`src/rtl/irq_pkg.sv`:
```
// Shared constants and the request priority encoder used by the interrupt
// request generator.
package irq_pkg;

   localparam int unsigned N_IRQ    = 3;
   localparam int unsigned IRQ_ID_W = 2;
   localparam logic [IRQ_ID_W-1:0] IRQ_ID_NONE = 2'd3;

   // Lowest-numbered pending channel wins; IRQ_ID 0 when nothing is pending.
   function automatic logic [IRQ_ID_W-1:0] prio_enc(input logic [N_IRQ-1:0] req);
      logic [IRQ_ID_W-1:0] id;
      id = '0;
      for (int i = int'(N_IRQ) - 1; i >= 0; i--) begin
         if (req[i]) id = IRQ_ID_W'(i);
      end
      return id;
   endfunction

endpackage

```
`src/rtl/irq_source_debounce.sv`:
```
// Two-flop synchroniser plus counter debouncer for one raw button input.
module debounce #(
   parameter int unsigned DEBOUNCE_CYCLES = 16
) (
   input  logic clk,
   input  logic rst,
   input  logic din,
   output logic dout
);

   localparam int unsigned CNT_W = $clog2(DEBOUNCE_CYCLES);

   logic             sync1_q, sync2_q;
   logic             stable_q, stable_d;
   logic [CNT_W-1:0] cnt_q, cnt_d;

   // Counter only runs while the synchronised level disagrees with stable.
   always_comb begin
      stable_d = stable_q;
      cnt_d    = '0;
      if (sync2_q != stable_q) begin
         if (cnt_q == CNT_W'(DEBOUNCE_CYCLES - 1)) begin
            stable_d = sync2_q;
         end else begin
            cnt_d = cnt_q + 1'b1;
         end
      end
   end

   always_ff @(posedge clk or posedge rst) begin
      if (rst) begin
         sync1_q  <= 1'b0;
         sync2_q  <= 1'b0;
         stable_q <= 1'b0;
         cnt_q    <= '0;
      end else begin
         sync1_q  <= din;
         sync2_q  <= sync1_q;
         stable_q <= stable_d;
         cnt_q    <= cnt_d;
      end
   end

   assign dout = stable_q;

endmodule

```
`src/rtl/irq_source.sv`:
```
// Button-driven interrupt request generator for the CP0 ir0..ir2 inputs:
// debounced press edges become sticky requests held until acknowledged.
module irq_source
   import irq_pkg::*;
#(
   parameter int unsigned DEBOUNCE_CYCLES = 16
) (
   input  logic                clk,
   input  logic                rst,
   input  logic [N_IRQ-1:0]    btn,
   input  logic                ack,
   input  logic [IRQ_ID_W-1:0] ack_id,
   output logic [N_IRQ-1:0]    irq,
   output logic                req_valid,
   output logic [IRQ_ID_W-1:0] req_id,
   output logic [N_IRQ-1:0]    overrun,
   input  logic                overrun_clr
);

   logic [N_IRQ-1:0] stable;
   logic [N_IRQ-1:0] stable_q;
   logic [N_IRQ-1:0] rise;
   logic [N_IRQ-1:0] pend_q, pend_d;
   logic [N_IRQ-1:0] ovr_q, ovr_d;

   for (genvar g = 0; g < int'(N_IRQ); g++) begin : g_db
      debounce #(.DEBOUNCE_CYCLES(DEBOUNCE_CYCLES)) u_db (
         .clk  (clk),
         .rst  (rst),
         .din  (btn[g]),
         .dout (stable[g])
      );
   end

   assign rise = stable & ~stable_q;

   // ack_id == IRQ_ID_NONE never matches a channel index, so it is inert.
   always_comb begin
      pend_d = pend_q;
      ovr_d  = overrun_clr ? '0 : ovr_q;
      for (int unsigned n = 0; n < N_IRQ; n++) begin
         if (rise[n]) begin
            if (pend_q[n] && !(ack && ack_id == IRQ_ID_W'(n))) ovr_d[n] = 1'b1;
            pend_d[n] = 1'b1;
         end else if (ack && ack_id == IRQ_ID_W'(n)) begin
            pend_d[n] = 1'b0;
         end
      end
   end

   always_ff @(posedge clk or posedge rst) begin
      if (rst) begin
         stable_q <= '0;
         pend_q   <= '0;
         ovr_q    <= '0;
      end else begin
         stable_q <= stable;
         pend_q   <= pend_d;
         ovr_q    <= ovr_d;
      end
   end

   assign irq       = pend_q;
   assign overrun   = ovr_q;
   assign req_valid = |pend_q;
   assign req_id    = prio_enc(pend_q);

endmodule

```
`config.mk`:
```
export PLATFORM = sky130hd
export DESIGN_NAME = irq_source
export DESIGN_NICKNAME = d
export VERILOG_FILES = /design/src/rtl/irq_pkg.sv /design/src/rtl/irq_source_debounce.sv /design/src/rtl/irq_source.sv
export SDC_FILE = /design/constraint.sdc
export NUM_CORES = 1
export LEC_CHECK = 0
export CAP_MARGIN = 10
export CORE_ASPECT_RATIO = 2
export CORE_MARGIN = 2
export CORE_UTILIZATION = 45
export DETAILED_ROUTE_END_ITERATION = 10
export PLACE_DENSITY = 0.68
export SLEW_MARGIN = 10
export SYNTH_ARGS = -nofsm -noshare
export SYNTH_HDL_FRONTEND = slang
export SYNTH_SLANG_ARGS = --single-unit
```
`constraint.sdc`:
```
create_clock -name clk -period 1.49 [get_ports clk]
set_input_delay 0.298 -clock clk [delete_from_list [all_inputs] [get_ports clk]]
set_output_delay 0.298 -clock clk [all_outputs]
set_load 0.005 [all_outputs]
```
---- Word-level counts from Yosys, hierarchy flattened ----
Cells that the tools add are included.
Widths: inputs -> output; s select.
cells by class
  equality and inequality tests ........... 8
  bitwise gates (word level) .............. 2
  add/sub/neg operators ................... 3
  reduce and logical (&&, ||, !) cells .... 17
  multiplexer cells ....................... 22
operator list
  cell                 count
  $mux 4               6
  $add 4x1->4 const B  3
  $eq 4x4->1 const B   3
  $mux 1               12
  $logic_and 1x1->1    6
  $mux 2               3
  $reduce_and 2->1     3
  $reduce_bool 2->1    3
  $and 3x3->3          1
  $logic_not 1->1      3
  $mux 3               1
  $ne 1x1->1           3
  $not 3->3            1
  $reduce_or 3->1      1
  $eq 2x1->1 const B   1
  $eq 2x2->1 const B   1
  $logic_not 2->1      1
storage, ports and cells
  flip-flop bits (word level) ............. 30
  output and inout port bits .............. 9
  word-level logic and storage cells ...... 69
  input port bits ......................... 9

---- Logic depth before layout (Yosys ltp) ----
  word-level depth ........................ 6
  mapped depth ............................ 4
  mapped depth without buffers ............ 4

---- Modules after synthesis ----
A second synthesis with hierarchy kept.
second synthesis, totals
  cells, all modules ...................... 88
  area, all modules ....................... 1,202.4 um^2
modules (own cells, without submodules)
  module      instances  area an instance (um^2)  sequential area each (um^2)  cells each
  debounce    3          275.3                    175.2                        19
  irq_source  1          376.6                    225.2                        31

---- Worst setup path after synthesis ----
Ideal clock, no wire load.
  path kind ............................... register -> register
  from .................................... register g_db[2].u_db.cnt_q[0]
  to ...................................... register g_db[2].u_db.stable_q
  path buffers ............................ 0
  stages on the path, launching flop included .. 4
  setup time .............................. 125 ps
  required time ........................... 1,365 ps
  data arrival time ....................... 1,009 ps
  clock period less this slack ............ 1,134 ps
  setup slack ............................. 356 ps
  cells stage by stage .................... dfrtp_1 > ha_1 > nand3_2 > mux2_4
between the ends
  word-level cells in the longest chain between the ends .. 2
RTL lines
  element                     line                       source
  from (decl)                 irq_source_debounce.sv:15  logic [CNT_W-1:0] cnt_q, cnt_d;
  from (signal assigned)      irq_source_debounce.sv:40  cnt_q <= cnt_d;
  $eq 4x4->1                  irq_source_debounce.sv:22  if (cnt_q == CNT_W'(DEBOUNCE_CYCLES - 1)) begin
  $reduce_and 2->1 (no line)  n/a
  to (signal assigned)        irq_source_debounce.sv:39  stable_q <= stable_d;
  to (decl)                   irq_source_debounce.sv:14  logic stable_q, stable_d;
Every way passes these cells.
A chain may end at the register's enable or synchronous reset.

---- Worst setup path after layout ----
  from .................................... register pend_q[1], in the netlist irq[1]
  to ...................................... output req_valid
between the ends
  word-level cells in the longest chain between the ends .. 1
RTL lines
  element                 line              source
  from (decl)             irq_source.sv:23  logic [N_IRQ-1:0] pend_q, pend_d;
  from (signal assigned)  irq_source.sv:58  pend_q <= pend_d;
  $reduce_or 3->1         irq_source.sv:65  assign req_valid = |pend_q;
  to (decl)               irq_source.sv:14  output logic req_valid,
Every way passes these cells.

==> impl_results.html <==
<table>
<tr><th>Metric</th><th>Value</th></tr>
<tr><th colspan="2">Global routing</th></tr>
<tr><td>Via count of the first global-routing pass</td><td>800</td></tr>
<tr><td>Largest net degree at the start of global routing</td><td>31</td></tr>
<tr><td>Global router's overall resource usage</td><td>15.69%</td></tr>
<tr><td>Global route total overflow</td><td>0</td></tr>
<tr><td>Antenna violations before repair</td><td>0</td></tr>
<tr><td>Wire length of the first global-routing pass</td><td>3243 um</td></tr>
<tr><th colspan="2">Critical path</th></tr>
<tr><td>Kind of start point of the critical path</td><td>flip-flop</td></tr>
<tr><td>Worst-path fanout max</td><td>3</td></tr>
<tr><td>Worst Path Arrival</td><td>1140 ps</td></tr>
<tr><td>Largest incremental delay on the critical path</td><td>390 ps</td></tr>
<tr><td>CP Capture Type</td><td>output port</td></tr>
<tr><td>Buffers plus inverters on the worst setup path</td><td>1</td></tr>
<tr><td>Critical Path RT</td><td>1190 ps</td></tr>
<tr><td>Standard cell with the maximum stage delay on the critical path</td><td>dfrtp_1</td></tr>
<tr><td>Gate family responsible for the most delay along the worst path</td><td>flip-flops</td></tr>
<tr><td>FF-to-FF setup slack</td><td>290 ps</td></tr>
<tr><td>Worst setup path class</td><td>reg -&gt; out</td></tr>
<tr><td>Crit path cell chain</td><td>or3_1, clkbuf_2</td></tr>
<tr><th colspan="2">Layout</th></tr>
<tr><td>Design area</td><td>1489 um2</td></tr>
<tr><td>Fraction of final layout cells with drive strength greater than 1</td><td>15.25%</td></tr>
<tr><td>Synthesis-to-layout area growth</td><td>26.33%</td></tr>
<tr><td>Final net count</td><td>130</td></tr>
<tr><td>Count of antenna diodes in the layout</td><td>0</td></tr>
<tr><th colspan="2">Floorplan</th></tr>
<tr><td>Die width</td><td>40.19 um</td></tr>
<tr><td>Ports placed on the boundary</td><td>18</td></tr>
<tr><td>Number of rows in the core area</td><td>26</td></tr>
<tr><td>Area of the die</td><td>3070 um2</td></tr>
<tr><td>Die boundary height</td><td>76.38 um</td></tr>
<tr><td>Core region area</td><td>2537 um2</td></tr>
<tr><td>Initial Util</td><td>46.45%</td></tr>
<tr><th colspan="2">Synth</th></tr>
<tr><td>Gate Count Post-Synth</td><td>91</td></tr>
<tr><td>Most used standard cell by instance count after synthesis</td><td>dfrtp_1</td></tr>
<tr><td>Yosys warning total</td><td>0</td></tr>
<tr><td>Area contributors post-synth</td><td>dfrtp_1 (64%), xnor2_1 (4.5%), mux2_4 (3.8%), ha_1 (3.2%), nor3b_2 (3.2%)</td></tr>
<tr><td>Number of storage elements in the synthesis netlist</td><td>30</td></tr>
<tr><td>Count of distinct cell types in the synthesized netlist</td><td>17</td></tr>
<tr><td>Post-synthesis async set-or-reset flop share</td><td>100.0%</td></tr>
<tr><td>Sequential-to-total area share from yosys stat</td><td>63.69%</td></tr>
<tr><td>Cell type with the largest total area after synthesis</td><td>dfrtp_1</td></tr>
<tr><td>Average cell area after synthesis</td><td>12.95 um2</td></tr>
<tr><td>Yosys top cell area share</td><td>63.69%</td></tr>
<tr><td>Synthesized Nets</td><td>103</td></tr>
<tr><td>Area of the mapped netlist</td><td>1179 um2</td></tr>
<tr><td>Commonest cells in the synthesized netlist</td><td>dfrtp_1 (30), inv_1 (8), a21oi_1 (6), o21ai_0 (6), xnor2_1 (6)</td></tr>
<tr><td>Count of flip-flops with a built-in enable after synthesis</td><td>0</td></tr>
<tr><td>Most used flip-flop cell after synthesis</td><td>dfrtp_1</td></tr>
<tr><th colspan="2">Timing</th></tr>
<tr><td>Actual slew at the worst max-slew pin</td><td>408.5 ps</td></tr>
<tr><td>Unrepaired setup endpoints after global routing</td><td>yes</td></tr>
<tr><td>Max Fclk</td><td>697.4 MHz</td></tr>
<tr><td>Final hold slack</td><td>346.8 ps</td></tr>
<tr><td>Final Max Tran Viols</td><td>0</td></tr>
<tr><td>Worst max-slew margin expressed relative to the limit</td><td>72.57%</td></tr>
<tr><td>Max Clock Skew</td><td>3.569 ps</td></tr>
<tr><td>Total count of hold-check failures in the final report</td><td>0</td></tr>
<tr><td>Final-report setup violation count</td><td>0</td></tr>
<tr><td>Final min period</td><td>1434 ps</td></tr>
<tr><td>Final critical-path share of the clock period</td><td>96.23%</td></tr>
<tr><th colspan="2">Place</th></tr>
<tr><td>Gpl congestion</td><td>0.7184</td></tr>
<tr><td>Estimated wirelength of the detail-placed design</td><td>1400 um</td></tr>
<tr><td>Instance area after placement</td><td>1411 um2</td></tr>
<tr><td>Number of buffer cells added on primary ports</td><td>17</td></tr>
<tr><th colspan="2">Clock network</th></tr>
<tr><td>Worst-Skew Late Latency</td><td>270 ps</td></tr>
<tr><td>CTS Root Buffer Type</td><td>clkbuf_8</td></tr>
<tr><td>Number of hold buffers added after CTS</td><td>0</td></tr>
<tr><td>TritonCTS clock tree</td><td>built</td></tr>
<tr><td>TritonCTS Sinks</td><td>30</td></tr>
<tr><td>Total CTS buffers</td><td>5</td></tr>
<tr><td>H-tree levels</td><td>2</td></tr>
<tr><td>Clock edge transition at the registers on the reported setup and hold paths</td><td>50 ps</td></tr>
<tr><td>Clock Path Buffers</td><td>2</td></tr>
<tr><th colspan="2">Power and ir drop</th></tr>
<tr><td>Leakage power</td><td>0.7121 nW</td></tr>
<tr><td>Peak ir drop on the vdd network</td><td>0.6096 mV</td></tr>
<tr><td>Power per standard cell area</td><td>1037 nW/um2</td></tr>
<tr><td>Final Power</td><td>0.001545 W</td></tr>
<tr><th colspan="2">Detailed routing</th></tr>
<tr><td>DR iter-0 viols</td><td>5</td></tr>
<tr><td>Routed wirelength normalized by instance count</td><td>13.01 um</td></tr>
<tr><td>Post-detailed-route count of antenna-violating nets</td><td>0</td></tr>
<tr><td>Routed vias</td><td>755</td></tr>
<tr><td>Aggregate routed wire length</td><td>1899 um</td></tr>
<tr><td>Detailed-route DRC error count</td><td>0</td></tr>
<tr><td>Avg Vias per Cell</td><td>5.171</td></tr>
<tr><td>First-pass iteration count of the detailed router</td><td>4</td></tr>
<tr><th colspan="2">Worst hold path</th></tr>
<tr><td>Worst hold-check path type</td><td>reg -&gt; reg</td></tr>
<tr><th colspan="2">Flow run</th></tr>
<tr><td>Number of maximum-capacitance constraint violations</td><td>0</td></tr>
<tr><th colspan="2">Run status</th></tr>
<tr><td>Result of the run</td><td>complete, no violations</td></tr>
</table>
## cell type report
type	instances	area [um2]
Timing Repair Buffer	20	198.9
Clock buffer	7	76.32
Inverter	8	30.03
Tap cell	28	35.03
Fill cell	225	1049
Sequential cell	30	750.7
Multi-Input combinational cell	53	397.9
## worst paths after layout
path / from / end / depth (start not counted)
max: irq[1] / req_valid / 2
min: g_db[2].u_db.sync1_q / g_db[2].u_db.sync2_q / 0
max reg2reg: g_db[2].u_db.cnt_q[0] / g_db[2].u_db.dout / 3
min reg2reg: g_db[2].u_db.sync1_q / g_db[2].u_db.sync2_q / 0
max in group asynchronous: rst / g_db[1].u_db.cnt_q[1] / 3
min in group asynchronous: rst / g_db[0].u_db.sync2_q / 3
## per-stage QoR
| step | util, % | std cells | setup WS (ps) | setup TNS (ps) |
|---|---|---|---|---|
| finish | 58.68 | 146 | 56.10 | 0 |
| detailed placement | 55.62 | 138 | 14.65 | 0 |
| CTS | 58.73 | 146 | -40.44 | -40.44 |
| floorplan | - | 91 | 355.7 | 0 |
| global route | 58.68 | 146 | -2.482 | -2.482 |
| global placement | 55.62 | 138 | 24.67 | 0 |
## state kept, by name, indices dropped and copies added, names as in the netlist
signal             flops
g_db.u_db.sync1_q      3
overrun                3
g_db.u_db.dout         3
stable_q               3
g_db.u_db.sync2_q      3
irq                    3
g_db.u_db.cnt_q       12
## timing repair
action	4_1_cts	5_1_grt
endpoints found under the setup margin	5	3
buffers inserted	1	0
gates resized for setup	6	3
## kinds of logic (layout without fill, tap and decap cells)
logic type / Yosys count / in the layout / share of synthesized area (%)
DFF: 30 / 30 / 63.69
and+or+nand+nor: 26 / 26 / 15.61
AOI/OAI and AO/OA: 15 / 15 / 6.688
buffers and inverters: 8 / 35 / 2.548
xor gates and xnor gates: 6 / 6 / 4.459
adders and majority gates: 3 / 3 / 3.185
muxes: 3 / 3 / 3.821
## where the power goes
group	switching [W]	leakage, nW	internal [W]
sequential	0.0000269	0.398	0.000845
clock	0.000250	0.0383	0.000320
combinational	0.0000464	0.276	0.0000563
## cells in the final DEF (no fill, tap or decap), types with 2 or more instances in the layout
| cell | Yosys | routed |
|---|---|---|
| clkbuf_1 | 0 | 2 |
| mux2_4 | 3 | 3 |
| ha_1 | 3 | 3 |
| nand4b_1 | 3 | 3 |
| dfrtp_1 | 30 | 30 |
| clkdlybuf4s50_1 | 0 | 11 |
| nand3_2 | 3 | 3 |
| xnor2_1 | 6 | 6 |
| nand2b_1 | 4 | 4 |
| nand2_1 | 4 | 4 |
| clkbuf_8 | 0 | 5 |
| nor2_1 | 3 | 3 |
| nor2b_1 | 4 | 4 |
| o21ai_0 | 6 | 6 |
| dlygate4sd2_1 | 0 | 3 |
| inv_1 | 8 | 8 |
| buf_4 | 0 | 2 |
| nor3b_2 | 3 | 3 |
| o22ai_1 | 3 | 3 |
| a21oi_1 | 6 | 6 |
## per-layer routing
metal / wire length [um] / vias to the layer above / GRT usage, %
li1: - / 360 / -
met1: 674 / 366 / 14.89
met2: 1059 / 23 / 25.81
met3: 117 / 6 / 7.289
met4: 46 / 0 / 8.000
met5: 0 / - / 0
(Power assumes the default switching activity.)
